## src/rtl/hpi_pkg.sv

```systemverilog
// Shared constants and types for the CY7C67200 HPI access sequencer.
package hpi_pkg;

   localparam logic [1:0] HPI_REG_DATA   = 2'd0;
   localparam logic [1:0] HPI_REG_MBX    = 2'd1;
   localparam logic [1:0] HPI_REG_ADDR   = 2'd2;
   localparam logic [1:0] HPI_REG_STATUS = 2'd3;

   localparam int HPI_IO_LAT = 2;

   typedef enum logic [2:0] {IDLE, SETUP, STROBE, HOLD, GAP} hpi_st_e;

   function automatic int max3(input int a, input int b, input int c);
      int m;
      m = (a > b) ? a : b;
      return (m > c) ? m : c;
   endfunction

endpackage

```

## src/rtl/hpi_rr_arb2.sv

```systemverilog
// Two-way round-robin arbiter; a tie goes to the requester that did not win last.
module hpi_rr_arb2 (
   input  logic       clk_i,
   input  logic       rst_i,
   input  logic [1:0] valid_i,
   input  logic       en_i,
   output logic       gnt_idx_o,
   output logic       gnt_valid_o
);

   logic last_q;

   always_comb begin
      gnt_idx_o   = (valid_i == 2'b11) ? ~last_q : valid_i[1];
      gnt_valid_o = en_i & (|valid_i);
   end

   // Starting at 1 lets requester 0 win the first tie.
   always_ff @(posedge clk_i) begin
      if (rst_i) begin
         last_q <= 1'b1;
      end else if (gnt_valid_o) begin
         last_q <= gnt_idx_o;
      end
   end

endmodule

```

## src/rtl/hpi_access_ctrl.sv

```systemverilog
// Sequences HPI memory bursts and mailbox accesses for two requesters onto hpi_io_intf.
// state  | meaning
// IDLE   | arbitrate; SETUP  | cs low, address/data set up; STROBE | r or w low
// HOLD   | io_intf latency, read capture; GAP | cs high between accesses
module hpi_access_ctrl
   import hpi_pkg::*;
#(
   parameter int STROBE_CYC = 2,
   parameter int GAP_CYC    = 1,
   parameter int LEN_W      = 8
) (
   input  logic                  Clk,
   input  logic                  Reset,
   input  logic [1:0]            req_valid,
   output logic [1:0]            req_ready,
   input  logic [1:0]            req_write,
   input  logic [1:0]            req_mbx,
   input  logic [1:0][15:0]      req_addr,
   input  logic [1:0][LEN_W-1:0] req_len,
   input  logic [1:0][15:0]      req_wdata,
   output logic                  rsp_id,
   output logic                  wdata_ack,
   output logic [15:0]           rdata,
   output logic                  rdata_valid,
   output logic                  done,
   output logic                  busy,
   output logic [1:0]            hpi_address,
   output logic [15:0]           hpi_data_out,
   input  logic [15:0]           hpi_data_in,
   output logic                  hpi_r,
   output logic                  hpi_w,
   output logic                  hpi_cs
);

   localparam int CNT_MAX = max3(STROBE_CYC, GAP_CYC, HPI_IO_LAT) - 1;
   localparam int CNT_W   = (CNT_MAX < 1) ? 1 : $clog2(CNT_MAX + 1);
   localparam logic [CNT_W-1:0] STROBE_LD = CNT_W'(STROBE_CYC - 1);
   localparam logic [CNT_W-1:0] HOLD_LD   = CNT_W'(HPI_IO_LAT - 1);
   localparam logic [CNT_W-1:0] GAP_LD    = CNT_W'(GAP_CYC - 1);

   hpi_st_e          st_q;
   logic             id_q;
   logic             write_q;
   logic             addr_ph_q;
   logic [LEN_W-1:0] words_q;
   logic [CNT_W-1:0] cnt_q;
   logic             cs_q, r_q, w_q;
   logic [1:0]       hpi_address_q;
   logic [15:0]      data_q;
   logic             wack_q, rvalid_q, done_q, busy_q;
   logic [15:0]      rdata_q;
   logic             gnt_idx, gnt_valid;

   hpi_rr_arb2 u_arb (
      .clk_i       (Clk),
      .rst_i       (Reset),
      .valid_i     (req_valid),
      .en_i        ((st_q == IDLE) && !Reset),
      .gnt_idx_o   (gnt_idx),
      .gnt_valid_o (gnt_valid)
   );

   assign req_ready = gnt_valid ? (gnt_idx ? 2'b10 : 2'b01) : 2'b00;

   always_ff @(posedge Clk) begin
      if (Reset) begin
         st_q          <= IDLE;
         id_q          <= 1'b0;
         write_q       <= 1'b0;
         addr_ph_q     <= 1'b0;
         words_q       <= '0;
         cnt_q         <= '0;
         cs_q          <= 1'b1;
         r_q           <= 1'b1;
         w_q           <= 1'b1;
         hpi_address_q <= 2'd0;
         data_q        <= 16'd0;
         wack_q        <= 1'b0;
         rvalid_q      <= 1'b0;
         done_q        <= 1'b0;
         busy_q        <= 1'b0;
         rdata_q       <= 16'd0;
      end else begin
         wack_q   <= 1'b0;
         rvalid_q <= 1'b0;
         done_q   <= 1'b0;
         case (st_q)
            IDLE: begin
               if (gnt_valid) begin
                  st_q    <= SETUP;
                  id_q    <= gnt_idx;
                  write_q <= req_write[gnt_idx];
                  words_q <= req_mbx[gnt_idx] ? '0 : req_len[gnt_idx];
                  busy_q  <= 1'b1;
                  cs_q    <= 1'b0;
                  // Mailbox skips the address phase and goes straight to its data word.
                  if (req_mbx[gnt_idx]) begin
                     addr_ph_q     <= 1'b0;
                     hpi_address_q <= HPI_REG_MBX;
                     data_q        <= req_wdata[gnt_idx];
                     wack_q        <= req_write[gnt_idx];
                  end else begin
                     addr_ph_q     <= 1'b1;
                     hpi_address_q <= HPI_REG_ADDR;
                     data_q        <= req_addr[gnt_idx];
                  end
               end
            end
            SETUP: begin
               st_q  <= STROBE;
               cnt_q <= STROBE_LD;
               if (addr_ph_q || write_q) w_q <= 1'b0;
               else                      r_q <= 1'b0;
            end
            STROBE: begin
               if (cnt_q != '0) begin
                  cnt_q <= cnt_q - CNT_W'(1);
               end else begin
                  st_q  <= HOLD;
                  cnt_q <= HOLD_LD;
                  r_q   <= 1'b1;
                  w_q   <= 1'b1;
               end
            end
            HOLD: begin
               if (cnt_q != '0) begin
                  cnt_q <= cnt_q - CNT_W'(1);
               end else begin
                  st_q  <= GAP;
                  cnt_q <= GAP_LD;
                  cs_q  <= 1'b1;
                  if (!addr_ph_q && !write_q) begin
                     rdata_q  <= hpi_data_in;
                     rvalid_q <= 1'b1;
                  end
               end
            end
            GAP: begin
               if (cnt_q != '0) begin
                  cnt_q <= cnt_q - CNT_W'(1);
               end else if (addr_ph_q || (words_q != '0)) begin
                  st_q          <= SETUP;
                  cs_q          <= 1'b0;
                  addr_ph_q     <= 1'b0;
                  hpi_address_q <= HPI_REG_DATA;
                  if (!addr_ph_q) words_q <= words_q - LEN_W'(1);
                  if (write_q) begin
                     data_q <= req_wdata[id_q];
                     wack_q <= 1'b1;
                  end
               end else begin
                  st_q   <= IDLE;
                  busy_q <= 1'b0;
                  done_q <= 1'b1;
               end
            end
            default: st_q <= IDLE;
         endcase
      end
   end

   assign rsp_id       = id_q;
   assign wdata_ack    = wack_q;
   assign rdata        = rdata_q;
   assign rdata_valid  = rvalid_q;
   assign done         = done_q;
   assign busy         = busy_q;
   assign hpi_address  = hpi_address_q;
   assign hpi_data_out = data_q;
   assign hpi_r        = r_q;
   assign hpi_w        = w_q;
   assign hpi_cs       = cs_q;

endmodule
```

## config.mk

```make
export PLATFORM = sky130hd
export DESIGN_NAME = hpi_access_ctrl
export DESIGN_NICKNAME = d
export VERILOG_FILES = /design/src/rtl/hpi_pkg.sv /design/src/rtl/hpi_rr_arb2.sv /design/src/rtl/hpi_access_ctrl.sv
export SDC_FILE = /design/constraint.sdc
export NUM_CORES = 1
export LEC_CHECK = 0
export ABC_AREA = 0
export BUFFER_PORTS_ARGS = -buffer_cell sky130_fd_sc_hd__buf_4
export CAP_MARGIN = 20
export CORE_ASPECT_RATIO = 1.2
export CORE_MARGIN = 5
export CORE_UTILIZATION = 48
export DETAILED_ROUTE_END_ITERATION = 6
export PLACE_DENSITY = 0.83
export SLEW_MARGIN = 20
export SYNTH_ARGS = -nofsm -noshare
export SYNTH_HDL_FRONTEND = slang
export SYNTH_SLANG_ARGS = --single-unit
export TNS_END_PERCENT = 1
```

## constraint.sdc

```tcl
create_clock -name Clk -period 2.47 [get_ports Clk]
set_input_delay 0.6175 -clock Clk [delete_from_list [all_inputs] [get_ports Clk]]
set_output_delay 0.6175 -clock Clk [all_outputs]
set_load 0.005 [all_outputs]
```

# Word level (Yosys, flattened, before mapping)
# Index checks and enable logic that the tools add are counted.
[word_totals] regBits=57 elab_cells=133
[classes] n_eq_ne=15 bitwise_logic=5 n_lt_le_gt_ge=2 mux=65 addsub=2 reduce_logical=27
[op_table] operator="$mux W16" n=11
[op_table] operator="$mux W8" n=7
[op_table] operator="$pmux W16 S2" n=1
[op_table] operator="$mux W1" n=26
[op_table] operator="$ne A2 B2 Y1 const B" n=10
[op_table] operator="$pmux W8 S2" n=1
[op_table] operator="$pmux W3 S5" n=1
[op_table] operator="$reduce_and A5 Y1" n=3
[op_table] operator="$mux W2" n=6
[op_table] operator="$mux W3" n=4
[op_table] operator="$reduce_and A4 Y1" n=3
[op_table] operator="$pmux W1 S2" n=5
[op_table] operator="$reduce_and A3 Y1" n=3
[op_table] operator="$reduce_bool A8 Y1" n=1
[op_table] operator="$sub A8 B1 Y8 const B" n=1
[op_table] operator="$eq A3 B2 Y1 const B" n=2
[op_table] operator="$pmux W1 S3" n=2
[op_table] operator="$reduce_bool A3 Y1" n=2
[op_table] operator="$reduce_or A3 Y1" n=2
[op_table] operator="$lt A1 B2 Y1 const B" n=2
[op_table] operator="$not A1 Y1" n=4
[op_table] operator="$pmux W2 S2" n=1
[op_table] operator="$reduce_bool A2 Y1" n=2
[op_table] operator="$reduce_or A2 Y1" n=2
[op_table] operator="10 further kinds" n=14

# Longest topological paths before layout
# Gate-level depths: netlist of run 1.
[depth] ltp_word=7 ltp_mapped=8 mapped_depth_nobuf=6

# Cells and area by module
# A second synthesis of run 1 with hierarchy kept.
[unflattened] hier_cells=352 hier_area_um2=3161.8
[by_module_without_submodules] mod="hpi_access_ctrl" seq_area_each_um2=1101.1 area_each_um2=3104.2 n_inst=1 cells_each=346
[by_module_without_submodules] mod="hpi_rr_arb2" seq_area_each_um2=20.0 area_each_um2=57.6 n_inst=1 cells_each=6

# Worst setup path after synthesis of run 1
# No wires, ideal clock.
[synth_timing] path_type="input to output" startpoint="input port Reset" endpoint="output port req_ready[0]" setup_slack_ns=0.384 arrival_ns=1.468 cell_stages=4 path_cell_list="clkbuf_1 -> clkinv_1 -> nand4_1 -> nor2_1"
[synth_between] elab_chain_len=4
[synth_lines] element="start: declaration" line="hpi_access_ctrl.sv:13" source="input logic Reset,"
[synth_lines] element="$logic_not A1 Y1" line="hpi_access_ctrl.sv:58" source=".en_i ((st_q == IDLE) && !Reset),"
[synth_lines] element="$logic_and A1 B1 Y1" line="hpi_access_ctrl.sv:58"
[synth_lines] element="$and A1 B1 Y1" line="hpi_rr_arb2.sv:15" source="gnt_valid_o = en_i & (|valid_i);"
[synth_lines] element="$mux W2" line="hpi_access_ctrl.sv:63" source="assign req_ready = gnt_valid ? (gnt_idx ? 2'b10 : 2'b01) : 2'b00;"
[synth_lines] element="end: declaration" line="hpi_access_ctrl.sv:15" source="output logic [1:0] req_ready,"
# Every way passes these cells.

# Final worst setup path of run 1
[layout_timing] startpoint="register words_q[0]" endpoint="register data_q[7], in the netlist hpi_data_out[7]"
[layout_between] elab_chain_len=4
[layout_lines] element="start: declaration" line="hpi_access_ctrl.sv:45" source="logic [LEN_W-1:0] words_q;"
[layout_lines] element="start signal: assignment" line="hpi_access_ctrl.sv:93" source="words_q <= req_mbx[gnt_idx] ? '0 : req_len[gnt_idx];"
[layout_lines] element="start signal: assignment" line="hpi_access_ctrl.sv:146" source="if (!addr_ph_q) words_q <= words_q - LEN_W'(1);"
[layout_lines] element="$reduce_bool A8 Y1" line="hpi_access_ctrl.sv:141" source="end else if (addr_ph_q || (words_q != '0)) begin"
[layout_lines] element="$logic_or A1 B1 Y1" line="hpi_access_ctrl.sv:141"
[layout_lines] element="$ne A2 B2 Y1 (no source line)"
[layout_lines] element="$reduce_and A5 Y1 (no source line)"
[layout_lines] element="end signal: assignment" line="hpi_access_ctrl.sv:100" source="data_q <= req_wdata[gnt_idx];"
[layout_lines] element="end signal: assignment" line="hpi_access_ctrl.sv:105" source="data_q <= req_addr[gnt_idx];"
[layout_lines] element="end signal: assignment" line="hpi_access_ctrl.sv:148" source="data_q <= req_wdata[id_q];"
[layout_lines] element="end: declaration" line="hpi_access_ctrl.sv:49" source="logic [15:0] data_q;"
# Every way passes these cells.
# A chain may end at the register's enable or synchronous reset.

==> impl_metrics.tcl, run 1 <==
set metrics [dict create \
    status "finished clean" \
    syn_inst 420 \
    grtUsageTotal_pct 23.1 \
    globalplace.congestion 0.909 \
    endpoint_kind "flip-flop" \
    dp_hpwl_um 8180 \
    fp.coreArea_sq_mm 0.00715 \
    post-route-period-util_pct 91.5 \
    vdd_drop_max_mv 0.274 \
    cp_cell_sequence "inv_1 > ha_1 > or4b_4 > or3_1 > a41oi_4 > buf_4 > o2bb2ai_1" \
    yosysMostFrequentCell "nand2_1" \
    wl_met3_um 1150 \
    grt_pass1_vias 3645 \
    grt_max_degree 33 \
    required_ns 2.69 \
    ys_async_sr_fraction_pct 0 \
    antenna_cells 0 \
    clock-sinks 56 \
    leakage_nw 2.09 \
    path_max_fanout 16 \
    fin_skew_ns 0.0117 \
    drt-initial-drc-count 220 \
    cp_top_family "simple AND/OR/NAND/NOR gates" \
    nets 659 \
    synth-main-ff-cell "dfxtp_1" \
    cts_max_level 2 \
    ctsLongestPathBuffers 2 \
    dpl-instance-area_sq_mm 0.00463 \
    rsz0062_at_grt "false" \
    setup-violations-final 0 \
    cp.arrival_ns 2.48 \
    totalWireLength_um 10500 \
    syn_nets 526 \
    final.setup.tns_ns 0 \
    ys_seq_elements 56 \
    drive_above_1_share_pct 34.8 \
    period_minus_slack_ns 2.26 \
    gr-total-overflow 0 \
    clock_latency_ns 0.32 \
    hold_violations 0 \
    max_freq_mhz 442 \
    synth.area.top_cells "dfxtp_1 32%, mux2i_1 16%, nand2_1 6.8%" \
    syn_area_sq_mm 0.00347 \
    critPathBufInv 2 \
    start_util_pct 48.5 \
    die-area_sq_mm 0.00903 \
    die_h_um 103 \
    met1_length_um 4170 \
    critical-path-max-stage-delay_ns 0.48 \
    root_buffer "clkbuf_8" \
    ioPinCount 148 \
    synth_top_area_share_pct 32.3 \
    power.density_mw_per_mm2 545 \
    wl_per_cell_um 16.3 \
    io_buffers 147 \
    finalMaxSlewViolations 0 \
    seq_area_frac_synth_pct 32.3 \
    worst_pin_slew_ns 0.741 \
    fin_area_sq_mm 0.00474 \
    ys_types 53 \
    yosysTopAreaCell "dfxtp_1" \
    first_pass_iters 4 \
    syn_avg_cell_area_sq_um 8.26 \
    worst_setup_path_start_kind "flip-flop" \
    num_rows 34 \
    cts_buffers 5 \
    synth-edff-count 0 \
    critical_path_class "reg -> reg" \
    cp_slowest_cell "or4b_4" \
    cts_tree "built" \
    grt_pass1_wl_um 16700 \
    wl_met2_um 4940 \
    finalPower_mw 2.58 \
    maxCapViolations 0 \
    relSlewSlack_pct 50.6 \
    dr.max_layer_used "met4" \
    min_path_type "reg -> reg" \
    viasPerCell 5.70 \
    drc 0 \
    dr_total_vias 3668 \
    ant_nets 0 \
    synth_commonest_cells "63 x nand2_1, 56 x dfxtp_1, 56 x mux2i_1" \
    yosys_warnings 0 \
    die_w_um 87.6 \
    antenna_found_initial 0 \
    syn2layout_area_growth_pct 36.8 \
    clk_pin_slew_ns 0.10 \
]
registers in the layout, indices dropped and copies added, names as in the netlist:
signal        count
hpi_address       2
rsp_id            1
done              1
busy              1
hpi_data_out     16
rdata_valid       1
rdata            16
words_q           8
u_arb.last_q      1
hpi_cs            1
wdata_ack         1
cnt_q             1
st_q              3
hpi_w             1
hpi_r             1
write_q           1
final timing paths:
kind | start | endpoint | slack [ns] | cells past startpoint
min | rdata[2] | rdata[2] | 0.46 | 2
max | words_q[0] | hpi_data_out[7] | 0.21 | 7
max reg2reg | words_q[0] | hpi_data_out[7] | 0.21 | 7
min reg2reg | rdata[2] | rdata[2] | 0.46 | 2
power breakdown:
part / internal (mW) / leakage [nW] / switching (mW)
Combinational: 0.466 / 1.59 / 0.466
Sequential: 1.01 / 0.458 / 0.120
Clock: 0.207 / 0.0487 / 0.316
Total: 1.68 / 2.09 / 0.903
cell type report:
class,instances,area (sq um)
multi-input combinational,318,2150
clock buffer,5,68.8
timing repair buffer,164,1230
fill,605,2400
clock inverter,3,26.3
inverter,8,30.0
tap,90,113
sequential,56,1120
placed cells by master (no fill, tap or decap), drive strengths merged, types with 2 or more instances in the layout:
cell type,synthesis,routed
buf,11,164
nand2,63,63
mux2i,56,56
dfxtp,56,56
nor2,32,32
a21oi,26,26
nand3,24,24
a31oi,19,19
o2bb2ai,16,16
nand3b,12,12
nor3,8,8
inv,7,8
o211ai,5,5
clkbuf,27,5
o21ai,4,4
o32ai,4,4
nand2b,4,4
a32o,4,4
or3,3,3
o31ai,3,3
and3,3,3
nor2b,3,3
clkinv,1,3
or2,2,2
a31o,2,2
or4,2,2
a211o,2,2
ha,2,2
kinds of logic after synthesis:
kind of cell	count (synthesis)	synth area share, %
muxes	56	16.2
and+or+nand+nor	162	23.1
DFF	56	32.3
buffers and inverters	46	6.02
AOI/OAI and AO/OA	98	21.6
adders and majority gates	2	0.721
metal layers:
metal | up-vias | track usage, %
li1 | 1799 | -
met1 | 1664 | 27.9
met2 | 185 | 38.2
met3 | 20 | 7.03
met4 | 0 | 9.21
met5 | - | 0
what timing repair did:
| action | 4_1_cts | 5_1_grt |
|---|---|---|
| endpoints found under the setup margin | 0 | 2 |
| hold buffers | 0 | 0 |
| resized for setup | 0 | 1 |
| setup buffers | 0 | 2 |
worst min-delay path: stages (launching register included):
cell,delay [ns]
dfxtp_1,0.32
nand2_1,0.05
a21oi_1,0.05
per-stage QoR:
stage	hold WS, ns	util (%)	setup slack, ns	instances
global route	0.486	66.4	0.0940	644
global placement	0.443	64.8	0.154	634
finish	0.460	66.4	0.210	644
CTS	0.464	66.1	0.0496	642
floorplan	0.453	-	0.384	420
detailed placement	0.449	64.8	0.0635	634
Note: power is estimated with default switching activity, not from simulation.
==> run 2, diff against run 1 <==
ABC_AREA = 1   (was 0)
CORE_UTILIZATION = 49   (was 48)
PLACE_DENSITY = 0.84   (was 0.83)
==> impl_metrics.tcl, run 2 <==
set metrics [dict create \
    maxCapViolations 0 \
    max_freq_mhz 449 \
    clk_pin_slew_ns 0.11 \
    grt_pass1_vias 4198 \
    worst_pin_slew_ns 0.874 \
    worst_setup_path_start_kind "flip-flop" \
    yosys_warnings 0 \
    synth_top_area_share_pct 30.7 \
    fin_ws_ns 0.244 \
    first_pass_iters 4 \
    critPathMostFrequentCell "nor2_1" \
    viasPerCell 5.00 \
    cp_slowest_cell "dfxtp_1" \
    grt_pass1_wl_um 18300 \
    setup-violations-final 0 \
    totalWireLength_um 11300 \
    synth_commonest_cells "270 x nand2_1, 104 x nor2_1, 65 x nand3_1" \
    critical-path-max-stage-delay_ns 0.37 \
    cts_buffers 5 \
    hold_violations 0 \
    cts_tree "built" \
    required_ns 1.85 \
    ctsLongestPathBuffers 2 \
    grt_max_degree 35 \
    postCtsSetupBuffers 0 \
    final_cell_mix "270 x nand2_1, 157 x buf_4, 104 x nor2_1" \
    path_max_fanout 6 \
    rsz0062_at_grt "false" \
    fin_skew_ns 0.0100 \
    nets 888 \
    cts_hold_buf 0 \
    syn2layout_area_growth_pct 33.3 \
    wl_per_cell_um 13.0 \
    hold_path_depth 2 \
    power.density_mw_per_mm2 798 \
    holdPathEnd "busy" \
    gr-total-overflow 0 \
    syn_avg_cell_area_sq_um 5.60 \
    finalPower_mw 3.88 \
    fp.coreArea_sq_mm 0.00727 \
    post-route-period-util_pct 90.1 \
    reg2reg_depth 8 \
    die_h_um 104 \
    yosysTopAreaCell "dfxtp_1" \
    drc 0 \
    num_rows 34 \
    ant_nets 0 \
    syn_inst 651 \
    final_common_cell "nand2_1" \
    antenna_cells 0 \
    final.setup.tns_ns 0 \
    seq_area_frac_synth_pct 30.7 \
    finalMaxSlewViolations 0 \
    io_buffers 147 \
    synth-edff-count 0 \
    critical_path_class "reg -> out" \
    clock_latency_ns 0.32 \
    drive_above_1_share_pct 24.0 \
    cp.arrival_ns 1.61 \
    rr_startpoint "st_q[1]" \
    start_util_pct 50.1 \
    syn_area_sq_mm 0.00365 \
    r2r_slack_ns 0.45 \
    hold_start "busy" \
    dp_hpwl_um 8660 \
    ys_types 28 \
    dr_total_vias 4361 \
    period_minus_slack_ns 2.23 \
    syn_nets 757 \
    antenna_found_initial 0 \
    cts_max_level 2 \
    min_path_type "reg -> reg" \
    cp_cell_sequence "nor2_4 > nand2_2 > nor2_1 > nand2_1 > nor2_1 > buf_4" \
    globalplace.congestion 0.861 \
    endpoint_kind "primary output" \
    vdd_drop_max_mv 0.511 \
    status "finished clean" \
    r2r_end "hpi_data_out[15]" \
    leakage_nw 2.73 \
    root_buffer "clkbuf_8" \
    ys_async_sr_fraction_pct 0 \
    ys_seq_elements 56 \
    clock-sinks 56 \
    place_ws_ns 0.190 \
    yosysMostFrequentCell "nand2_1" \
    drt-initial-drc-count 168 \
    die_w_um 88.7 \
    ioPinCount 148 \
    grtUsageTotal_pct 24.2 \
    relSlewSlack_pct 41.7 \
    die-area_sq_mm 0.00927 \
    synth.area.top_cells "dfxtp_1 31%, nand2_1 28%, nor2_1 11%" \
    cts_resized 0 \
    synth-main-ff-cell "dfxtp_1" \
]
-- run 2: layout make-up --
class | count | area, sq um
flip-flops and latches | 56 | 1120
fillers | 670 | 2410
multi-input cells | 509 | 2150
inverters | 53 | 199
well taps | 90 | 113
repair buffers | 157 | 1180
clock buffers | 5 | 68.8
clock inverters | 3 | 26.3
-- run 2: worst max-delay path by stage --
stage          slack [ns]          endpoint  cells past startpoint         start
2_1_floorplan        0.52      req_ready[0]                      6  req_valid[0]
3_3_place_gp         0.26  hpi_data_out[12]                     10  req_valid[0]
3_5_place_dp         0.19  hpi_data_out[12]                     10  req_valid[0]
4_1_cts              0.24      req_ready[0]                      6       st_q[0]
5_1_grt              0.12      req_ready[0]                      6       st_q[0]
6_report             0.24      req_ready[0]                      6       st_q[0]
-- run 2: stage by stage --
stage          hold WS, ns  std cells  utilization (%)  instance area (sq um)
3_3_place_gp         0.455        865             65.5                   4770
2_1_floorplan        0.460        651                -                   3650
4_1_cts              0.479        873             66.8                   4860
3_5_place_dp         0.461        865             65.5                   4770
5_1_grt              0.492        873             66.8                   4860
6_report             0.476        873             66.8                   4860
-- run 2: where the power goes --
group	internal (mW)	switching [mW]
clock	0.208	0.330
sequential	1.16	0.188
combinational	0.831	1.16
total	2.20	1.68
-- run 2: per-layer routing --
metal	vias to the layer above	global-route usage, %	routed length [um]
li1	2268	-	-
met1	1889	28.3	4520
met2	172	41.8	5580
met3	32	4.04	826
met4	0	10.9	400
met5	-	0	0
-- run 2: cells by family (layout without fill, tap and decap cells) --
logic type,count (synthesis),count (layout),synth area share (%)
adders and majority gates,2,2,0.686
buffers and inverters,86,218,10.2
and+or+nand+nor,460,460,51.4
DFF,56,56,30.7
AOI/OAI and AO/OA,47,47,7.00
-- run 2: critical path: cells and delay by family (launching register included) --
family / cells / cell delay [ns]
buffers and inverters: 1 / 0.14
and+or+nand+nor: 5 / 0.78
DFF: 1 / 0.37
==> run 3, diff against run 2 <==
SYNTH_HIERARCHICAL = 1   (was unset)
==> impl_metrics.tcl, run 3 <==
set metrics [dict create \
    ctsLongestPathBuffers 2 \
    yosysTopAreaCell "dfxtp_1" \
    synth-main-ff-cell "dfxtp_1" \
    period_minus_slack_ns 2.22 \
    die-area_sq_mm 0.00918 \
    synth-edff-count 0 \
    final_cell_mix "221 x nand2_1, 158 x buf_4, 115 x nor2_1" \
    max_freq_mhz 451 \
    num-fill-cells 679 \
    crit_start "st_q[1]" \
    cts_resized 0 \
    setup-violations-final 0 \
    rr_startpoint "st_q[1]" \
    fin_skew_ns 0.00847 \
    postCtsSetupBuffers 0 \
    power.density_mw_per_mm2 636 \
    synth.area.top_cells "dfxtp_1 31%, nand2_1 23%, nor2_1 12%" \
    leakage_nw 2.67 \
    ys_seq_elements 56 \
    finalPower_mw 3.07 \
    grt_pass1_wl_um 18200 \
    ioPinCount 148 \
    fin_ws_ns 0.254 \
    cts_tree "built" \
    wl_per_cell_um 13.2 \
    io_buffers 147 \
    required_ns 1.85 \
    yosysMostFrequentCell "nand2_1" \
    drc 0 \
    relSlewSlack_pct 62.4 \
    hold_slack_ns 0.454 \
    cts_max_level 2 \
    fp.coreArea_sq_mm 0.00723 \
    endpoint_kind "primary output" \
    hold_violations 0 \
    grt_pass1_vias 4245 \
    vdd_drop_max_mv 0.331 \
    yosys_warnings 6 \
    path_max_fanout 6 \
    clk_pin_slew_ns 0.09 \
    fin_cells 844 \
    die_w_um 88.3 \
    dr_total_vias 4363 \
    ys_types 34 \
    syn_area_sq_mm 0.00361 \
    hold_start "hpi_cs" \
    drive_above_1_share_pct 24.7 \
    drt-initial-drc-count 237 \
    grt_max_degree 44 \
    seq_area_frac_synth_pct 31.1 \
    finalMaxSlewViolations 0 \
    synth_top_area_share_pct 31.1 \
    final.setup.tns_ns 0 \
    die_h_um 104 \
    worst_setup_path_start_kind "flip-flop" \
    start_util_pct 49.9 \
    syn_nets 729 \
    cts_hold_buf 0 \
    syn2layout_area_growth_pct 34.0 \
    worst_pin_slew_ns 0.562 \
    min_path_type "reg -> reg" \
    post-route-period-util_pct 89.7 \
    final_common_cell "nand2_1" \
    totalWireLength_um 11200 \
    cp.arrival_ns 1.60 \
    syn_inst 624 \
    critical_path_class "reg -> out" \
    status "finished clean" \
    multiInputGateArea_sq_mm 0.00214 \
    grtUsageTotal_pct 23.9 \
    gr-total-overflow 0 \
    ys_async_sr_fraction_pct 0 \
    clock-sinks 56 \
    globalplace.congestion 0.860 \
    nets 859 \
    dp_hpwl_um 8540 \
    syn_avg_cell_area_sq_um 5.78 \
    regArea_sq_mm 0.00112 \
    ant_nets 0 \
    cts_buffers 5 \
    antenna_cells 0 \
    num_rows 34 \
    root_buffer "clkbuf_8" \
    clock_latency_ns 0.31 \
    antenna_found_initial 0 \
    dp.cells 837 \
    viasPerCell 5.17 \
    first_pass_iters 4 \
    maxCapViolations 0 \
    synth_commonest_cells "221 x nand2_1, 115 x nor2_1, 56 x dfxtp_1" \
    place_ws_ns 0.339 \
    rsz0062_at_grt "false" \
]
[run 3: cell count changes in the layout (fill, tap and decap cells not counted), moves of 3 or more]
cell	change
or2_2	+3
nand3_1	-21
nand2_2	-6
o211ai_1	+4
a21oi_1	+38
inv_2	-3
nor2_1	+11
nand2_1	-49
nor3_1	-3
inv_1	-4
o21ai_0	-9
[run 3: report_power, final]
part	switching [mW]	leakage [nW]	internal, mW	total [mW]
logic	0.779	2.17	0.598	1.38
clock network	0.294	0.0473	0.224	0.518
registers	0.114	0.458	1.06	1.18
total	1.19	2.67	1.89	3.07
[run 3: per-layer routing]
layer / track usage (%) / share of wire, % / vias to the layer above / wire, um
li1: - / - / 2211 / -
met5: 0 / 0 / - / 0
met4: 10.6 / 3.7 / 0 / 413
met3: 6.50 / 8.0 / 35 / 893
met1: 25.8 / 37 / 1959 / 4170
met2: 42.4 / 51 / 158 / 5690
[run 3: worst max-delay path, cell delays in order (launching register included)]
cell	delay, ns
dfxtp_1	0.39
nor2_4	0.20
nand2_1	0.10
nor2_1	0.16
o21ai_2	0.09
inv_1	0.07
inv_1	0.06
nor2_1	0.10
buf_4	0.12
[run 3: cells by family after synthesis]
group | count (synthesis) | synth area share (%)
flops | 56 | 31.1
mux | 2 | 0.555
compound gates | 84 | 12.6
simple gates | 397 | 45.3
buf+inv | 83 | 9.89
xor+xnor | 1 | 0.243
fa+ha+maj | 1 | 0.347
[run 3: stage by stage]
step | utilization [%] | area, sq um
3_3_place_gp | 65.6 | 4740
3_5_place_dp | 65.6 | 4740
5_1_grt | 66.8 | 4830
4_1_cts | 66.8 | 4830
6_report | 66.8 | 4830
2_1_floorplan | - | 3610
[run 3: worst paths after layout]
kind,endpoint,slack (ns),cells past startpoint
worst max-delay path,req_ready[0],0.25,8
worst min-delay path,hpi_cs,0.45,2
worst max register to register,hpi_data_out[5],0.41,12
worst min register to register,hpi_cs,0.45,2
[run 3: cell type report]
cell class                      count  share of cell area, %
Multi-Input combinational cell    485                   44.3
Timing Repair Buffer              158                   24.5
Sequential cell                    56                   23.2
Inverter                           48                   3.78
Tap cell                           90                   2.33
Clock buffer                        6                   1.71
Clock inverter                      1                  0.181
